[src/rtl/hdmi_video_timing.sv]
// Raster timing generator for an HDMI/DVI transmitter: pixel/line counters with
// registered active, sync, position and start-of-line/frame strobes.
module hdmi_video_timing #(
  parameter int unsigned H_ACTIVE   = 640,
  parameter int unsigned H_FRONT    = 16,
  parameter int unsigned H_SYNC     = 96,
  parameter int unsigned H_BACK     = 48,
  parameter int unsigned V_ACTIVE   = 480,
  parameter int unsigned V_FRONT    = 10,
  parameter int unsigned V_SYNC     = 2,
  parameter int unsigned V_BACK     = 33,
  parameter bit          H_SYNC_POL = 1'b0,
  parameter bit          V_SYNC_POL = 1'b0
) (
  input  logic        clk,
  input  logic        reset,
  input  logic        ce,
  output logic        active,
  output logic        h_sync,
  output logic        v_sync,
  output logic [11:0] x,
  output logic [11:0] y,
  output logic        line_start,
  output logic        frame_start
);

  localparam int unsigned CW       = 12;
  localparam int unsigned H_TOTAL  = H_ACTIVE + H_FRONT + H_SYNC + H_BACK;
  localparam int unsigned V_TOTAL  = V_ACTIVE + V_FRONT + V_SYNC + V_BACK;
  localparam int unsigned HS_START = H_ACTIVE + H_FRONT;
  localparam int unsigned HS_END   = HS_START + H_SYNC;
  localparam int unsigned VS_START = V_ACTIVE + V_FRONT;
  localparam int unsigned VS_END   = VS_START + V_SYNC;

  // Reject degenerate or oversized rasters at elaboration time.
  if (H_ACTIVE < 1 || H_FRONT < 1 || H_SYNC < 1 || H_BACK < 1 ||
      V_ACTIVE < 1 || V_FRONT < 1 || V_SYNC < 1 || V_BACK < 1) begin : g_bad_param
    $error("hdmi_video_timing: every timing parameter must be at least 1");
  end
  if (H_TOTAL > 4095 || V_TOTAL > 4095) begin : g_bad_total
    $error("hdmi_video_timing: H_TOTAL and V_TOTAL must not exceed 4095");
  end

  logic [CW-1:0] h_cnt;
  logic [CW-1:0] v_cnt;
  logic          h_last_c;
  logic          v_last_c;

  assign h_last_c = (h_cnt == CW'(H_TOTAL - 1));
  assign v_last_c = (v_cnt == CW'(V_TOTAL - 1));

  // Outputs are decoded from the pre-increment counters, so they lag them by one clk.
  always_ff @(posedge clk) begin
    if (reset) begin
      h_cnt       <= '0;
      v_cnt       <= '0;
      active      <= 1'b0;
      h_sync      <= ~H_SYNC_POL;
      v_sync      <= ~V_SYNC_POL;
      x           <= '0;
      y           <= '0;
      line_start  <= 1'b0;
      frame_start <= 1'b0;
    end else begin
      line_start  <= 1'b0;
      frame_start <= 1'b0;
      if (ce) begin
        active      <= (h_cnt < CW'(H_ACTIVE)) && (v_cnt < CW'(V_ACTIVE));
        h_sync      <= (h_cnt >= CW'(HS_START) && h_cnt < CW'(HS_END)) ? H_SYNC_POL : ~H_SYNC_POL;
        v_sync      <= (v_cnt >= CW'(VS_START) && v_cnt < CW'(VS_END)) ? V_SYNC_POL : ~V_SYNC_POL;
        x           <= h_cnt;
        y           <= v_cnt;
        line_start  <= (h_cnt == '0);
        frame_start <= (h_cnt == '0) && (v_cnt == '0);
        if (h_last_c) begin
          h_cnt <= '0;
          v_cnt <= v_last_c ? '0 : v_cnt + CW'(1);
        end else begin
          h_cnt <= h_cnt + CW'(1);
        end
      end
    end
  end

endmodule

[config.mk]
export PLATFORM = sky130hd
export DESIGN_NAME = hdmi_video_timing
export DESIGN_NICKNAME = d
export VERILOG_FILES = /design/src/rtl/hdmi_video_timing.sv
export SDC_FILE = /design/constraint.sdc
export NUM_CORES = 1
export LEC_CHECK = 0
export ABC_CLOCK_PERIOD_IN_PS = 2400
export CAP_MARGIN = 20
export CORE_MARGIN = 1
export CORE_UTILIZATION = 53
export CTS_CLUSTER_SIZE = 28
export DETAILED_ROUTE_END_ITERATION = 7
export PLACE_DENSITY = 0.77
export SLEW_MARGIN = 40
export SYNTH_ARGS = -nofsm -noshare
export SYNTH_HDL_FRONTEND = slang
export SYNTH_SLANG_ARGS = --single-unit
[constraint.sdc]
create_clock -name clk -period 2.4 [get_ports clk]
set_input_delay 0.24 -clock clk [delete_from_list [all_inputs] [get_ports clk]]
set_output_delay 0.24 -clock clk [all_outputs]
set_load 0.02 [all_outputs]
==> Yosys cells after proc, flatten, opt, wreduce, memory -nomap -nowiden <==
Index checks and enable logic that the tools add are counted.
Widths: inputs -> output; s select.
{ "word_totals": {"reg_bits": 53, "word_cells": 32} }
{ "classes": {"add_sub_neg": 2, "magnitude_cmp": 6, "n_eq_ne": 2, "muxes": 4, "n_bitwise": 1, "n_reduce_logical": 8} }
{ "ops": {"columns": ["op", "count"], "rows": [
  ["$add 12x1->12 const B", 2],
  ["$eq 12x10->1 const B", 2],
  ["$logic_not 12->1", 2],
  ["$lt 12x10->1 const B", 2],
  ["$lt 12x9->1 const B", 2],
  ["$mux 12", 2],
  ["$ge 12x10->1 const B", 1],
  ["$ge 12x9->1 const B", 1],
  ["$logic_and 1x1->1", 4],
  ["$mux 1", 2],
  ["$reduce_and 2->1", 1],
  ["$reduce_or 2->1", 1],
  ["$not 1->1", 1]
]} }

==> Depth between registers and ports, before layout <==
Gate-level depths: netlist (run 1).
{ "logic_depth": {"depth_word": 3, "mapped_depth": 6, "mapped_depth_nobuf": 6} }

==> Least setup slack after synthesis (run 1) <==
OpenSTA, ideal clock, no wires.
{ "synth_timing": {"kind": "register -> register", "from": "register h_cnt[0]", "to": "register v_cnt[7]", "arrival_ns": 1.594, "required_ns": 2.331, "slack_ns": 0.737, "path_stages_with_launch": 6, "n_path_buf": 0, "synth_period_minus_slack_ns": 1.663, "cell_sequence": "dfxtp_1 > ha_1 > nor4b_4 > nand4_2 > or4b_1 > o21ai_1"} }
{ "synth_via": {"elab_chain_len": 2} }
{ "synth_rtl": {"columns": ["item", "line", "text"], "rows": [
  ["start, declared", "44", "logic [CW-1:0] h_cnt;"],
  ["start signal, assigned", "79", "h_cnt <= h_cnt + CW'(1);"],
  ["$eq 12x10->1", "49", "assign h_last_c = (h_cnt == CW'(H_TOTAL - 1));"],
  ["$reduce_and 2->1 (no source line)", null, null],
  ["end signal, assigned", "77", "v_cnt <= v_last_c ? '0 : v_cnt + CW'(1);"],
  ["end, declared", "45", "logic [CW-1:0] v_cnt;"]
]} }
No other way between the ends.
A chain may end at the register's enable or synchronous reset.

==> Final worst setup path (run 1) <==
{ "layout_timing": {"from": "register h_cnt[1]", "to": "register v_cnt[2]"} }
The elaborated chain is that of the path after synthesis.

==> summary.txt, run 1 <==
GRT
  • Largest net degree at the start of global routing: 33
  • Global-route wire length before repair: 9180 um
  • Total GRT Usage: 0.238
  • Grt total ovfl: 0
  • Vias in the first global route: 1859
  • Initial antenna violation count: 0

STA
  • Pins Over Slew Limit: 0
  • RSZ-0062 raised after global routing: no
  • Final WS setup: 443 ps
  • Fin crit period: 1960 ps
  • F_max: 0.511 GHz
  • Count of final hold-check violations: 0
  • Setup-failing EPs final: 0
  • Hold Worst Slack: 321 ps
  • Fin Clk Skew: 5.91 ps
  • Final period utilization: 0.816
  • Total Neg Setup Slack: 0 ps
  • Actual slew at the worst max-slew pin: 730 ps
  • Slew margin rel.: 0.507

Floorplanning
  • Core Region: 0.00435 mm2
  • Chip height: 69.4 um
  • Starting Density: 0.553
  • Total die area: 0.00482 mm2
  • I/O pin count: 32
  • Row count: 24
  • Die W: 69.4 um

Place
  • Inst Count DP: 332
  • Dpl hpwl: 3610 um
  • Pre-CTS setup slack: 445 ps
  • IO buf count: 31
  • GP Congestion: 0.891

Cells and area
  • Final Non-Filler Cells: 340
  • Most used cells in the layout excluding fill and tap cells: dfxtp_1 (53), nor2_1 (37), clkdlybuf4s50_1 (30), mux2i_1 (24), nand2_1 (14)
  • Nets@finish: 294
  • Antenna Cells: 0
  • Fill cells: 363
  • Share of cells above drive strength 1: 0.0625
  • Most common cell after layout, fill and taps aside: dfxtp_1
  • Area Growth Syn to Fin: 16.3%

Pwr
  • Power per cell area: 528 mW/mm2
  • Worst VDD drop: 0.000393 V
  • Static leakage: 1.01 nW
  • Pwr Total: 0.00148 W

Critical path
  • Critical path class: flop to flop
  • CP max FO: 7
  • Crit path DAT: 2170 ps
  • CP Launch Type: flop
  • Req. time, crit path: 2610 ps
  • Setup crit end kind: flop

Drt
  • Vias/cell: 5.93
  • Final wirelength: 5270 um
  • Via Count: 2016
  • Final ANT Viol Nets: 0
  • Iter 0 DRT Violations: 173
  • DR WL/cell: 15.5 um
  • DRT Pass-1 Iters: 4
  • Residual DRC: 0

Logic synthesis
  • Library cells used by synthesis: 47
  • #FFs+latches synth: 53
  • Async set-reset flop share out of synthesis: 0
  • EDFF count, synth: 0
  • Warnings from Yosys: 0
  • Synth Flop Type: dfxtp_1
  • Post-synthesis instance area: 0.00241 mm2
  • Sequential-to-total area share from yosys stat: 0.441
  • Mapped Cells: 265
  • Syn Area/Cell: 9.09 um2
  • Net Count, Synth: 272

CTS
  • Clock Sink Count: 53
  • Clock Path Buffers: 2
  • CTS buffer count: 5
  • CTS tree: yes
  • Hold buffers post-CTS: 0
  • Reg clk slew, reported paths: 100 ps
  • Root buffer cell: clkbuf_8
  • Post-cts sizing count: 0
  • Clock insertion delay at the later pin of the skew report: 310 ps
  • Post-CTS Repair Setup Buffers: 0
  • # H-tree levels: 2

Status
  • Status: completed

Flow run
  • Max cap viols: 0

Hold path
  • Hold/Removal Path Class: input pin to flop
## final cells by class
type	instances	area, um2	area share
well taps	52	65.1	0.0232
inverters	12	45.0	0.0161
flip-flops and latches	53	1060	0.379
clock buffers	5	68.8	0.0246
repair buffers	35	335	0.120
clock inverters	3	22.5	0.00804
multi-input cells	180	1200	0.430
## metrics by stage
stage,utilization,area [um2]
floorplan,-,2410
global placement,0.622,2710
detailed placement,0.622,2710
CTS,0.643,2800
global route,0.643,2800
finish,0.643,2800
## cells by family (layout without fill, tap and decap cells)
kind of cell	count (synthesis)	after routing	share of synthesized area
AND/OR/NAND/NOR	109	109	0.252
adder cells (fa/ha/maj)	4	4	0.0208
buffers and inverters	32	55	0.0597
flip-flops	53	53	0.441
multiplexers	24	24	0.0997
AO/OA/AOI/OAI	33	33	0.0909
XOR/XNOR	10	10	0.0364
## critical path, stage by stage, from the launching register on
cell,delay (ps)
dfxtp_1,420
ha_1,260
nor4b_4,320
a41oi_1,410
a21o_1,280
a21o_1,160
## final timing paths
check,slack [ps],depth (start not counted),from,end
hold / removal,320,3,ce,h_cnt[0]
hold reg to reg,490,2,h_sync,h_sync
setup reg to reg,440,5,h_cnt[1],v_cnt[2]
setup / recovery,440,5,h_cnt[1],v_cnt[2]
## sequential cells by signal, summed over array words and instances (netlist names)
register / count
h_cnt: 12
v_cnt: 12
y: 12
h_sync: 1
x: 12
frame_start: 1
line_start: 1
active: 1
v_sync: 1
## synth_stat cells, types with 2 or more instances
library cell	instances	area, um2
a21oi_1	7	35.0
buf_2	9	45.0
o211ai_1	3	22.5
nor2_1	37	139
nor3_1	6	30.0
o31ai_1	5	37.5
a21o_1	2	15.0
nand4_2	2	25.0
or3_1	2	12.5
inv_1	11	41.3
nand2_1	14	52.6
o22ai_1	2	12.5
mux2i_1	24	240
xnor2_1	7	61.3
dfxtp_1	53	1060
or4b_1	2	20.0
a41oi_1	3	26.3
nor3b_1	2	15.0
ha_1	4	50.1
a22oi_1	2	15.0
clkbuf_1	7	26.3
o21ai_0	5	25.0
nand4_1	11	68.8
xor2_1	3	26.3
nand2b_1	4	25.0
and4_1	4	35.0
nor4_1	4	25.0
nand3_1	11	55.1
## where the power goes
group	switching, W	total, W	internal (W)	leakage [nW]
Combinational	0.0000498	0.0000832	0.0000335	0.547
Sequential	0.00000592	0.000892	0.000886	0.428
Clock	0.000300	0.000505	0.000205	0.0364
## layer usage
layer	vias up	share of wire	track usage
met3	10	0.066	0.0640
met2	75	0.41	0.329
met1	949	0.51	0.350
met4	0	0.015	0.0930
li1	982	-	-
met5	-	0	0
Power figures use the tool's default switching activity.
==> inputs of run 2 (changes only) <==
--- a/config.mk
+++ b/config.mk
@@ -5,13 +5,13 @@
 export SDC_FILE = /design/constraint.sdc
 export NUM_CORES = 1
 export LEC_CHECK = 0
-export ABC_CLOCK_PERIOD_IN_PS = 2400
+export ABC_CLOCK_PERIOD_IN_PS = 1770
 export CAP_MARGIN = 20
 export CORE_MARGIN = 1
-export CORE_UTILIZATION = 53
+export CORE_UTILIZATION = 49
 export CTS_CLUSTER_SIZE = 28
 export DETAILED_ROUTE_END_ITERATION = 7
-export PLACE_DENSITY = 0.77
+export PLACE_DENSITY = 0.75
 export SLEW_MARGIN = 40
 export SYNTH_ARGS = -nofsm -noshare
 export SYNTH_HDL_FRONTEND = slang
==> constraint.sdc (replaced) <==
create_clock -name clk -period 1.77 [get_ports clk]
set_input_delay 0.177 -clock clk [delete_from_list [all_inputs] [get_ports clk]]
set_output_delay 0.177 -clock clk [all_outputs]
set_load 0.02 [all_outputs]
==> run 2 against run 1 <==
  * Critical path depth increased by 1
  * Core utilization increased by 1.2 points
  * Global-route usage decreased by 0.088 points
  * Final cell count increased by 14%
  * Total power increased by 37%
  * Hold slack improved by 100 ps
  * Fmax increased by 16%
  * Flip-flop and latch count unchanged
  * Sequential power increased by 36%
  * Critical path type unchanged
  * Largest cell class unchanged
==> summary.txt, run 2 (same netlist as run 1, synthesis figures left out) <==
Pwr
  • P_int: 0.00154 W (+37%)
  • Clock share of power: 0.340 (about the same)
  • Worst VDD drop: 0.000466 V (+19%)
  • Sw Pwr: 0.000486 W (+37%)
  • Switching part of the total: 0.240 (about the same)
  • Power per cell area: 655 mW/mm2 (+24%)
  • Pwr Total: 0.00203 W (+37%)
  • Register share of total power: 0.597 (-0.006)
  • Combinational fraction of design power: 0.063 (+0.007)
  • Static leakage: 1.20 nW (+18%)

Place
  • IO buf count: 31 (unchanged)
  • Dpl hpwl: 4160 um (+15%)
  • GP Congestion: 0.902 (+1.2%)
  • Pre-CTS setup slack: -121 ps (-566 ps)
  • Inst Count DP: 377 (+14%)

Critical path
  • CP Launch Type: flop
  • CP max FO: 5 (-2)
  • Worst path cell trace: ha_4 -> nor4b_4 -> buf_6 -> nand4_4 -> or4b_1 -> o21ai_1
  • Req. time, crit path: 2020 ps (-590 ps)
  • CP max stage cell: or4b_1
  • Max incr delay on CP: 530 ps (+110 ps)
  • Critical path class: flop to flop
  • Crit path DAT: 1940 ps (-230 ps)
  • Setup crit end kind: flop

Cells and area
  • Finished Core Util: 0.655 (+0.0117)
  • Nets@finish: 325 (+11%)
  • Share of cells above drive strength 1: 0.169 (+0.107)
  • Area Growth Syn to Fin: 28.5%
  • Most common cell after layout, fill and taps aside: dfxtp_1
  • Fill cells: 385 (+6.1%)
  • Final Non-Filler Cells: 386 (+14%)
  • Antenna Cells: 0 (unchanged)
  • Most used cells in the layout excluding fill and tap cells: dfxtp_1 (50), nor2_1 (37), buf_4 (33), clkdlybuf4s50_1 (30), mux2i_1 (24)

GRT
  • Largest net degree at the start of global routing: 33 (unchanged)
  • Vias in the first global route: 1824 (-1.9%)
  • Total GRT Usage: 0.237 (-0.000880)
  • Grt total ovfl: 0 (unchanged)
  • Global-route wire length before repair: 9290 um (+1.2%)
  • Initial antenna violation count: 0 (unchanged)

Drt
  • Residual DRC: 0 (unchanged)
  • DR WL/cell: 15.4 um (-0.77%)
  • Final ANT Viol Nets: 0 (unchanged)
  • Iter 0 DRT Violations: 122 (-29%)
  • Final wirelength: 5940 um (+13%)
  • Via Count: 2125 (+5.4%)
  • Vias/cell: 5.51 (-7.2%)
  • DRT Pass-1 Iters: 4 (unchanged)

Flow run
  • Max cap viols: 0 (unchanged)

CTS
  • Clock insertion delay at the later pin of the skew report: 310 ps (about the same)
  • Reg clk slew, reported paths: 90 ps (about the same)
  • Clock Path Buffers: 2 (unchanged)
  • CTS tree: yes
  • # H-tree levels: 2 (unchanged)
  • Root buffer cell: clkbuf_8
  • Hold buffers post-CTS: 0 (unchanged)
  • Clock Sink Count: 53 (unchanged)
  • CTS buffer count: 5 (unchanged)

Floorplanning
  • Core Region: 0.00472 mm2 (+8.5%)
  • Starting Density: 0.510 (-0.0432)
  • Die W: 72.1 um (+3.9%)
  • Chip height: 72.1 um (+3.9%)
  • Total die area: 0.00520 mm2 (+7.9%)
  • I/O pin count: 32 (unchanged)
  • Row count: 25 (+4.2%)

STA
  • Slew margin rel.: 0.683 (+0.176)
  • Final WS setup: 79.7 ps (-363 ps)
  • Actual slew at the worst max-slew pin: 463 ps (-267 ps)
  • Fin crit period: 1690 ps (-267 ps)
  • Pins Over Slew Limit: 0 (unchanged)
  • Fin Clk Skew: 7.96 ps (+2.06 ps)
  • Setup-failing EPs final: 0 (unchanged)
  • F_max: 0.592 GHz (+16%)
  • Count of final hold-check violations: 0 (unchanged)
  • RSZ-0062 raised after global routing: yes
  • Final period utilization: 0.955 (+0.139)
  • Hold Worst Slack: 421 ps (+100 ps)

Hold path
  • Hold/Removal Path Class: input pin to flop

Status
  • Status: completed
==> run 2: changes by cell type in the layout (fill, tap and decap cells not counted), sizes merged <==
cell,previous run,this run
clkinvlp,3,0
inv,11,12
buf,5,36
clkinv,1,2
clkbuf,5,6
==> run 2: worst paths after layout <==
check        startpoint        to  slack (ps)  cells past startpoint
max            h_cnt[0]  v_cnt[7]          80                      6
min                  ce  h_cnt[0]         420                      4
max reg2reg    h_cnt[0]  v_cnt[7]          80                      6
min reg2reg      active    active         490                      2
==> run 2: per-layer routing <==
layer,track usage,wire length (um),vias to the layer above
met5,0,0,-
met4,0.0915,157,0
met3,0.0472,402,16
met2,0.341,2590,77
met1,0.350,2790,992
li1,-,-,1040
==> run 2: power groups by stage <==
stage               Combinational [W]  Sequential, W  Clock (W)
detailed placement           0.000122        0.00124          0
CTS                          0.000124        0.00121   0.000697
floorplan                   0.0000705        0.00124          0
finish                       0.000127        0.00121   0.000688
global route                 0.000136        0.00121   0.000735
global placement             0.000120        0.00124          0
==> run 2: repair_timing <==
item,CTS,global route
cloned,0,0
pin swaps,0,3
buffers inserted,1,0
gates resized for setup,5,6
setup endpoints to repair,20,14
endpoints found under the hold margin,0,0
==> run 2: metrics by stage <==
| stage | TNS [ps] | instance area (um2) |
|---|---|---|
| after floorplan | 0 | 2410 |
| after global placement | -582 | 2950 |
| after detailed placement | -1250 | 2950 |
| after CTS | -16.3 | 3060 |
| after global routing | 0 | 3090 |
| final | 0 | 3090 |
==> run 2: final cells by class <==
class | count | area, um2 | area share
Sequential cell | 53 | 1070 | 0.345
Timing Repair Buffer | 66 | 576 | 0.186
Multi-Input combinational cell | 180 | 1240 | 0.400
Tap cell | 67 | 83.8 | 0.0271
Clock buffer | 6 | 72.6 | 0.0235
Clock inverter | 2 | 13.8 | 0.00445
Inverter | 12 | 45.0 | 0.0146
==> run 2: worst max-delay path: cells and delay by family (launching register included) <==
kind	cells	cell delay, ps
buf+inv	1	170
flops	1	390
fa+ha+maj	1	140
simple gates	3	840
compound gates	1	80
